### src/rtl/control_pkg.sv
// Shared constants for the multi-cycle RV64 control unit: FSM state type,
// opcode encodings, ALU operation codes and ALU operand-select codes.
package control_pkg;

  typedef enum logic [3:0] {
    StFetch,
    StDecode,
    StExecR,
    StRWb,
    StMemAddr,
    StMemRd,
    StMemWb,
    StMemWr,
    StBranch
  } state_t;

  localparam logic [6:0] OP_R   = 7'b0110011;
  localparam logic [6:0] OP_LD  = 7'b0000011;
  localparam logic [6:0] OP_SD  = 7'b0100011;
  localparam logic [6:0] OP_BEQ = 7'b1100011;

  localparam logic [3:0] ALU_AND = 4'b0000;
  localparam logic [3:0] ALU_OR  = 4'b0001;
  localparam logic [3:0] ALU_ADD = 4'b0010;
  localparam logic [3:0] ALU_SUB = 4'b0110;

  localparam logic [1:0] SRC_A_PC     = 2'b00;
  localparam logic [1:0] SRC_A_REG    = 2'b01;
  localparam logic [1:0] SRC_A_OLD_PC = 2'b10;

  localparam logic [1:0] SRC_B_REG  = 2'b00;
  localparam logic [1:0] SRC_B_FOUR = 2'b01;
  localparam logic [1:0] SRC_B_IMM  = 2'b10;

endpackage

### src/rtl/alu_decoder.sv
// R-type ALU decoder.
// Ports:
//   funct3   - IR[14:12]
//   funct7_5 - IR[30]
//   alu_op   - ALU operation code for the R-type instruction
//   legal    - 1 when {funct7_5, funct3} is add/sub/and/or
module alu_decoder
  import control_pkg::*;
(
  input  logic [2:0] funct3,
  input  logic       funct7_5,
  output logic [3:0] alu_op,
  output logic       legal
);

  always_comb begin
    alu_op = ALU_ADD;
    legal  = 1'b1;
    case ({funct7_5, funct3})
      4'b0000: alu_op = ALU_ADD;
      4'b1000: alu_op = ALU_SUB;
      4'b0111: alu_op = ALU_AND;
      4'b0110: alu_op = ALU_OR;
      default: legal  = 1'b0;
    endcase
  end

endmodule

### src/rtl/control_multiciclo.sv
// Multi-cycle control unit for an RV64 datapath with one shared ALU and a
// unified instruction/data memory port. Supports add/sub/and/or, ld, sd, beq.
// Ports:
//   clk, rst_n          - clock, synchronous active-low reset
//   opcode/funct3/funct7_5 - fields of the instruction register
//   zero                - ALU zero flag (used only for beq)
//   mem_ready           - memory finishes the current access this cycle
//   ALU_operation       - ALU op code; alu_src_a/alu_src_b - operand selects
//   IorD                - memory address select (0 PC, 1 ALUOut)
//   mem_read/mem_write  - memory strobes; ir_write - load IR and oldPC
//   pc_en/pc_source     - PC write enable and source (0 ALU, 1 ALUOut)
//   reg_write/mem_to_reg - register-file write and write-data select
//   instr_done          - pulse on the last cycle of every instruction
//   illegal             - pulse in decode for an unsupported encoding
module control_multiciclo
  import control_pkg::*;
(
  input  logic       clk,
  input  logic       rst_n,
  input  logic [6:0] opcode,
  input  logic [2:0] funct3,
  input  logic       funct7_5,
  input  logic       zero,
  input  logic       mem_ready,
  output logic [3:0] ALU_operation,
  output logic [1:0] alu_src_a,
  output logic [1:0] alu_src_b,
  output logic       IorD,
  output logic       mem_read,
  output logic       mem_write,
  output logic       ir_write,
  output logic       pc_en,
  output logic       pc_source,
  output logic       reg_write,
  output logic       mem_to_reg,
  output logic       instr_done,
  output logic       illegal
);

  state_t     state_q, state_d;
  logic [3:0] r_alu_op;
  logic       r_legal;

  alu_decoder u_alu_decoder (
    .funct3   (funct3),
    .funct7_5 (funct7_5),
    .alu_op   (r_alu_op),
    .legal    (r_legal)
  );

  always_ff @(posedge clk) begin
    if (!rst_n) begin
      state_q <= StFetch;
    end else begin
      state_q <= state_d;
    end
  end

  always_comb begin
    state_d       = state_q;
    ALU_operation = ALU_ADD;
    alu_src_a     = SRC_A_PC;
    alu_src_b     = SRC_B_REG;
    IorD          = 1'b0;
    mem_read      = 1'b0;
    mem_write     = 1'b0;
    ir_write      = 1'b0;
    pc_en         = 1'b0;
    pc_source     = 1'b0;
    reg_write     = 1'b0;
    mem_to_reg    = 1'b0;
    instr_done    = 1'b0;
    illegal       = 1'b0;

    // Gating by rst_n keeps every strobe quiet during the reset cycle itself,
    // so an instruction aborted by reset never issues a write.
    if (rst_n) begin
      case (state_q)
        StFetch: begin
          mem_read  = 1'b1;
          alu_src_b = SRC_B_FOUR;
          if (mem_ready) begin
            ir_write = 1'b1;
            pc_en    = 1'b1;
            state_d  = StDecode;
          end
        end
        StDecode: begin
          // ALUOut captures oldPC + imm as the speculative branch target.
          alu_src_a = SRC_A_OLD_PC;
          alu_src_b = SRC_B_IMM;
          state_d   = StFetch;
          if (opcode == OP_R && r_legal) begin
            state_d = StExecR;
          end else if (opcode == OP_LD || opcode == OP_SD) begin
            state_d = StMemAddr;
          end else if (opcode == OP_BEQ && funct3 == 3'b000) begin
            state_d = StBranch;
          end else begin
            illegal    = 1'b1;
            instr_done = 1'b1;
          end
        end
        StExecR: begin
          alu_src_a     = SRC_A_REG;
          alu_src_b     = SRC_B_REG;
          ALU_operation = r_alu_op;
          state_d       = StRWb;
        end
        StRWb: begin
          reg_write  = 1'b1;
          instr_done = 1'b1;
          state_d    = StFetch;
        end
        StMemAddr: begin
          alu_src_a = SRC_A_REG;
          alu_src_b = SRC_B_IMM;
          state_d   = (opcode == OP_LD) ? StMemRd : StMemWr;
        end
        StMemRd: begin
          mem_read = 1'b1;
          IorD     = 1'b1;
          if (mem_ready) state_d = StMemWb;
        end
        StMemWb: begin
          reg_write  = 1'b1;
          mem_to_reg = 1'b1;
          instr_done = 1'b1;
          state_d    = StFetch;
        end
        StMemWr: begin
          mem_write = 1'b1;
          IorD      = 1'b1;
          if (mem_ready) begin
            instr_done = 1'b1;
            state_d    = StFetch;
          end
        end
        StBranch: begin
          alu_src_a     = SRC_A_REG;
          alu_src_b     = SRC_B_REG;
          ALU_operation = ALU_SUB;
          pc_source     = 1'b1;
          pc_en         = zero;
          instr_done    = 1'b1;
          state_d       = StFetch;
        end
        default: state_d = StFetch;
      endcase
    end
  end

endmodule

### config.mk
export PLATFORM = sky130hd
export DESIGN_NAME = control_multiciclo
export DESIGN_NICKNAME = d
export VERILOG_FILES = /design/src/rtl/control_pkg.sv /design/src/rtl/alu_decoder.sv /design/src/rtl/control_multiciclo.sv
export SDC_FILE = /design/constraint.sdc
export NUM_CORES = 1
export LEC_CHECK = 0
export ABC_CLOCK_PERIOD_IN_PS = 4300
export CAP_MARGIN = 10
export CORE_UTILIZATION = 38
export DETAILED_ROUTE_END_ITERATION = 8
export MAX_ROUTING_LAYER = met4
export PLACE_DENSITY = 0.87
export SETUP_SLACK_MARGIN = 0.15
export SYNTH_ARGS = -nofsm -noshare
export SYNTH_HDL_FRONTEND = slang
export SYNTH_SLANG_ARGS = --single-unit
### constraint.sdc
create_clock -name clk -period 4.3 [get_ports clk]
set_clock_uncertainty 0.15 [all_clocks]
set_input_delay 1.29 -clock clk [delete_from_list [all_inputs] [get_ports clk]]
set_output_delay 1.29 -clock clk [all_outputs]
set_load 0.05 [all_outputs]
==> summary.md, run 1 <==
| Metric | Value |
|---|---|
| Fin area | 0.001251 mm² |
| Via count | 910 |
| Die area | 0.001543 mm² |
| Setup Viol. Count Final | 0 |
| Status | finished, final reports clean |
| Post-Syn Nets | 90 |
| Count leader, synth | nor3_1 |
| Antenna Nets Post-Route | 0 |
| Mapped Cells | 75 |
| Synth cell types | 33 |
| Drt via density | 6.842 |
| Arr. time, crit path | 2770 ps |
| Max-slew violations | 0 |
| Mean Syn Cell Area | 7.040 µm² |
| CTS H-tree lvls | 1 |
| Fillcell total | 26 |
| Reg with most FFs | state_q |
| Post-synth ARST share | 0% |
| Combinational share of power | 49.7% |
| Pwr/cell area | 143.7 mW/mm² |
| EDFF count, synth | 0 |
| Internal | 0.1130 mW |
| ANT cells | 0 |
| Hold Path Class | register to register |
| Switching Share | 37.16% |
| R2R Setup Slk | 1830 ps |
| Peak fanout along the critical path | 2 |
| Register area share after synthesis | 15.17% |
| DP Area | 0.001121 mm² |
| Tightest Pin Transition | 865.7 ps |
| Flip-flop count of the largest register after layout | 4 |
| Setup ws final | 89.81 ps |
| Most area-consuming cells after synthesis | dfxtp_1, nand2b_1, nor3_1, or4_1, a211oi_1 |
| Share of the synthesized area in the top cell type | 15.17% |
| Max VDD drop | 0.0001660 V |
| Initial Utilization | 40.58% |
| Pre-CTS setup slack | -383.7 ps |
| Commonest cells in the netlist | nor3_1, clkbuf_1, nand2b_1, nor2_1 |
| CTS clk-pin slew, worst paths | 40 ps |
| HPWL Detailed | 1.633 mm |
| DR WL/cell | 25.11 µm |
| Tmin final | 4210 ps |
| Total gr overflow | 0 |
| Critical path launch point type | primary input |
| Yosys warns | 0 |
| Via count of the first global-routing pass | 795 |
| Worst Setup End Kind | primary output |
| Max-Cap Viols | 0 |
| Leak | 0.5339 nW |
| Synth area leader | dfxtp_1 |
| Global Route Usage Sum | 37.26% |
| Synth Cell Area | 528.0 µm² |
| Fin crit share | 97.91% |
| Ports | 33 |
| P&R area growth vs syn | 137.0% |
| Clock root buffer | clkbuf_4 |
| # rows | 13 |
| GPL Wtd Cong | 0.8642 |
| Initial antenna violation count | 0 |
| Pin count of the biggest net entering global routing | 22 |
| Die height | 39.28 µm |
| Clock sink total | 4 |
| Max_slew headroom | 42.21% |
| DR DRC count | 0 |
| Cts bufs inserted | 3 |
| Die width | 39.28 µm |
| Hold slack | 695.2 ps |
| Final hold viol count | 0 |
| Core area | 0.001301 mm² |
| Router iterations before antenna repair | 4 |
| RSZ-0062 raised after global routing | no |
| F_max | 237.5 MHz |
| CTS tree | done |
| Fraction of layout cells with a size suffix above 1 | 49.15% |
| Registers with the most flip-flops | state_q: 4 flops |
| Iter 0 DRT Violations | 50 |
| Detailed Route WL | 3.340 mm |
| Clk network pwr share | 27.1% |
| First-pass GRT wire length | 3.753 mm |
| Clk_lat worst skew | 240 ps |
| Nets | 135 |
| Port Buffers | 31 |
| Cts hold-fix bufs | 0 |
| Crit Path Category | primary input to primary output |
| Switch Pwr | 0.06682 mW |
| Seq pwr share | 23.2% |
| Synth Register Bits | 4 |
| Synth Flop Type | dfxtp_1 |
| WP data required | 2860 ps |
| Largest buffer count on any clock path | 2 |
-- kinds of logic (layout without fill, tap and decap cells) --
family                    Yosys count  count (layout)  synth area share, %
muxes                               2               2                4.028
other                               1               1               0.7102
and+or+nand+nor                    41              41                47.87
AOI/OAI and AO/OA                  16              16                21.80
xor gates and xnor gates            2               2                3.318
buffers and inverters               9              52                7.110
DFF                                 4               4                15.17
-- power by group through the flow --
stage	Combinational [mW]	Clock (mW)	Sequential, mW
after floorplan	0.0386	0	0.0393
after global placement	0.0754	0	0.0414
after detailed placement	0.0779	0	0.0415
after CTS	0.0809	0.0463	0.0412
after global routing	0.0920	0.0518	0.0416
final	0.0894	0.0488	0.0416
-- what timing repair did --
action,CTS,global route
buffers inserted,0,4
pin swaps,5,6
endpoints found under the hold margin,0,0
cloned,0,0
endpoints found under the setup margin,6,2
gates resized for setup,24,11
-- cell type report --
cell class	instances	area, µm²	share of cell area (%)
inverters	3	11.26	0.9000
flip-flops and latches	4	80.08	6.400
multi-input cells	62	554.3	44.30
clock buffers	3	22.52	1.800
well taps	15	18.77	1.500
repair buffers	46	564.3	45.10
-- per-layer routing --
layer	routed length, µm	up-vias	track usage [%]	part of all wire, %
li1	-	370	-	-
met4	301	0	22.41	9.0
met3	345	31	1.705	10
met5	0	-	-	0
met2	1603	91	65.00	48
met1	1089	418	41.78	33
-- metrics by stage --
step / power [mW] / utilization [%] / setup TNS, ps / cells
after floorplan: 0.07791 / - / 0 / 75
after global placement: 0.1167 / 86.15 / -482.1 / 126
after detailed placement: 0.1194 / 86.15 / -597.5 / 126
after CTS: 0.1684 / 92.02 / 0 / 129
after global routing: 0.1853 / 96.15 / 0 / 133
final: 0.1798 / 96.15 / 0 / 133
-- worst paths after layout --
kind | endpoint | depth (start not counted) | start
worst max-delay path | instr_done | 6 | opcode[5]
worst max register to register | state_q[1] | 4 | state_q[0]
worst min register to register | state_q[0] | 1 | state_q[0]
worst min-delay path | state_q[0] | 1 | state_q[0]
-- placed cells by master (no fill, tap or decap), types with 2 or more instances in the layout --
cell | synthesis | final
a21o_4 | 0 | 2
a21oi_1 | 3 | 3
and2_1 | 3 | 2
and3_1 | 3 | 3
buf_12 | 0 | 14
buf_4 | 1 | 17
clkbuf_4 | 0 | 3
clkdlybuf4s50_1 | 0 | 3
dfxtp_1 | 4 | 4
dlygate4sd2_1 | 0 | 2
dlymetal6s2s_1 | 0 | 5
inv_1 | 3 | 3
nand2_1 | 3 | 3
nand2b_1 | 5 | 2
nand2b_4 | 1 | 4
nor2_1 | 5 | 4
nor3_1 | 6 | 5
nor4_1 | 3 | 2
o21ai_0 | 2 | 2
or4_1 | 4 | 3
xor2_1 | 2 | 2
-- worst max-delay path, stage by stage --
cell and delay [ps]:
clkdlybuf4s15_1 200, or4b_4 510, a211oi_4 330, nor3b_4 90
a21o_4 200, buf_8 140
(Power assumes the default switching activity.)
==> inputs of run 2 (changes only) <==
- ABC_AREA: default -> 1
- CORE_UTILIZATION: 38 -> 39
==> run 2 against run 1 <==
  * Non-clock buffer count is 12 lower
  * Total power is 58% higher
  * Combinational power is 110% higher
  * Register-to-register slack better by 1000 ps
  * Global-route usage is 12 points lower
  * Fmax is 3.4% higher
  * Setup slack better by 140 ps
  * Critical endpoint is now illegal
  * Largest power group unchanged
  * Highest routed layer unchanged
==> summary.md, run 2 <==
| Metric | Value |
|---|---|
| Register area share after synthesis | 14.45% (-0.72 points) |
| Status | finished, final reports clean |
| Flip-flop count of the largest register after layout | 4 (unchanged) |
| Yosys warns | 0 (unchanged) |
| Max VDD drop | 0.0002583 V (+56%) |
| Die area | 0.001576 mm² (+2.2%) |
| Total gr overflow | 0 (unchanged) |
| Antenna Nets Post-Route | 0 (unchanged) |
| Initial Utilization | 42.07% (+1.5 points) |
| Count leader, synth | nand2_1 |
| Peak fanout along the critical path | 3 (+1) |
| R2r startpoint | state_q[0] |
| Final hold viol count | 0 (unchanged) |
| Final Non-Filler Cells | 158 (+19%) |
| Largest buffer count on any clock path | 2 (unchanged) |
| CTS H-tree lvls | 1 (unchanged) |
| Via count | 790 (-13%) |
| Tmin final | 4070 ps (-140.1 ps) |
| Initial antenna violation count | 0 (unchanged) |
| Nets | 160 (+19%) |
| Global Route Usage Sum | 25.39% (-12 points) |
| Arr. time, crit path | 2630 ps (-140 ps) |
| Commonest non-fill, non-tap cells in the layout | nand2_1, nor2_1, inv_1, buf_12, clkdlybuf4s50_1 |
| Pin count of the biggest net entering global routing | 11 (-50%) |
| ANT cells | 0 (unchanged) |
| Multi-input logic area | 400.4 µm² (-28%) |
| Registers with the most flip-flops | state_q: 4 flops |
| Setup Viol. Count Final | 0 (unchanged) |
| CTS clk-pin slew, worst paths | 40 ps (about the same) |
| Post-synth ARST share | 0% (unchanged) |
| EDFF count, synth | 0 (unchanged) |
| Reg area | 80.08 µm² (unchanged) |
| DR WL/cell | 11.09 µm (-56%) |
| Synth Register Bits | 4 (unchanged) |
| Commonest cells in the netlist | nand2_1, nor2_1, inv_1 |
| # rows | 13 (unchanged) |
| Synth Flop Type | dfxtp_1 |
| Core area | 0.001318 mm² (+1.2%) |
| Fin crit share | 94.65% (-3.3 points) |
| Share of the synthesized area in the top cell type | 16.25% (+1.1 points) |
| Ports | 33 (unchanged) |
| R2R Setup Slk | 2880 ps (+1050 ps) |
| Synth area leader | nand2_1 |
| Max-Cap Viols | 0 (unchanged) |
| WP data required | 2860 ps (about the same) |
| Cts bufs inserted | 3 (unchanged) |
| Commonest non-fill, non-tap cell in the layout | nand2_1 |
| Synth Cell Area | 554.3 µm² (+5.0%) |
| Mean Syn Cell Area | 5.132 µm² (-27%) |
| Most area-consuming cells after synthesis | nand2_1, nor2_1, dfxtp_1, inv_1, nand3_1 |
| Post-CTS Setup Bufs | 0 (unchanged) |
| Cells on worst reg2reg path | 7 (+3) |
| Port Buffers | 31 (unchanged) |
| Router iterations before antenna repair | 4 (unchanged) |
| Via count of the first global-routing pass | 684 (-14%) |
| Cts hold-fix bufs | 0 (unchanged) |
| F_max | 245.7 MHz (+3.4%) |
| Clock root buffer | clkbuf_4 |
| Fraction of layout cells with a size suffix above 1 | 30.07% (-19 points) |
| Crit Path Category | primary input to primary output |
| Setup tns final | 0 ps (unchanged) |
| Synth cell types | 21 (-36%) |
| Critical path launch point type | primary input |
| End of the worst hold path | state_q[1] |
| Detailed Route WL | 1.753 mm (-48%) |
| Worst Setup End Kind | primary output |
| Post-Syn Nets | 123 (+37%) |
| Reg with most FFs | state_q |
| Fillcell total | 74 (+180%) |
| First-pass GRT wire length | 2.642 mm (-30%) |
| Post-Place Cells | 155 (+23%) |
| Die height | 39.70 µm (+1.1%) |
| Mapped Cells | 108 (+44%) |
| CTS tree | done |
| Hold Crit Start | state_q[1] |
| Hold Path Depth | 2 (+1) |
| Drt via density | 5.000 (-27%) |
| DR DRC count | 0 (unchanged) |
| Pwr/cell area | 260.5 mW/mm² (+81%) |
| Clk_lat worst skew | 230 ps (about the same) |
| Iter 0 DRT Violations | 42 (-16%) |
| P&R area growth vs syn | 96.16% |
| GPL Wtd Cong | 0.9576 (+11%) |
| Max-slew violations | 0 (unchanged) |
| Hold Path Class | register to register |
| Clock sink total | 4 (unchanged) |
| Leak | 0.4820 nW (-9.7%) |
| Die width | 39.70 µm (+1.1%) |
| Worst R2R End | state_q[0] |
| HPWL Detailed | 1.464 mm (-10%) |
| RSZ-0062 raised after global routing | yes |
==> run 2: cell families after synthesis <==
family                 synth area share [%]
buffers and inverters                 15.58
other                                0.6766
AND/OR/NAND/NOR                       59.37
flip-flops                            14.45
AO/OA/AOI/OAI                         9.932
==> run 2: per-layer routing <==
metal / vias up / GRT usage, % / wire, µm
met4: 0 / 16.38 / 32
met2: 46 / 45.08 / 918
met1: 335 / 24.41 / 642
met5: - / - / 0
met3: 4 / 5.682 / 159
li1: 405 / - / -
==> run 2: power by group <==
group | internal [mW] | switching [mW]
logic | 0.0802 | 0.108
clock network | 0.0313 | 0.0160
registers | 0.0410 | 0.00695
==> run 2: area by class of cell <==
type                       instances  share of cell area, %
inverter                          20                  6.905
sequential                         4                  7.365
timing repair buffer              34                  45.11
tap                               15                  1.726
clock buffer                       3                  2.071
multi-input combinational         82                  36.82
==> run 2: timing repair <==
action / CTS / global route
endpoints found under the hold margin: 0 / 0
endpoints found under the setup margin: 0 / 3
resized for setup: 0 / 2
==> run 2: critical path, cell delays in order <==
cell and delay (ps):
clkdlybuf4s50_1 480, nand2_1 90, nor2_1 150, nand3_1 140, nand2_1 90, nor2_1 40, nand2_1 100, nor2_1 80
buf_12 170
==> run 2: how the worst max path moves through the flow <==
stage                        to  slack [ps]      start  cells past startpoint
2_1_floorplan  ALU_operation[2]          80      rst_n                      4
3_3_place_gp         instr_done         230  opcode[2]                     10
3_5_place_dp         instr_done         220  opcode[3]                     10
4_1_cts              instr_done         210  opcode[3]                     10
5_1_grt              instr_done         130  funct3[1]                      8
6_report                illegal         230  opcode[0]                      9
==> run 2: through the flow <==
stage               util (%)  setup WS, ps  hold slack [ps]  power (mW)  area, µm²
finish                 82.53         229.9            391.6      0.2833       1087
global route           82.53         133.9            415.8      0.2975       1087
CTS                    82.05         210.8            390.9      0.2819       1081
detailed placement     80.34         221.8            381.7      0.2335       1059
global placement       80.34         233.9            379.5      0.2293       1059
floorplan                  -         80.90            353.6      0.1504      560.5
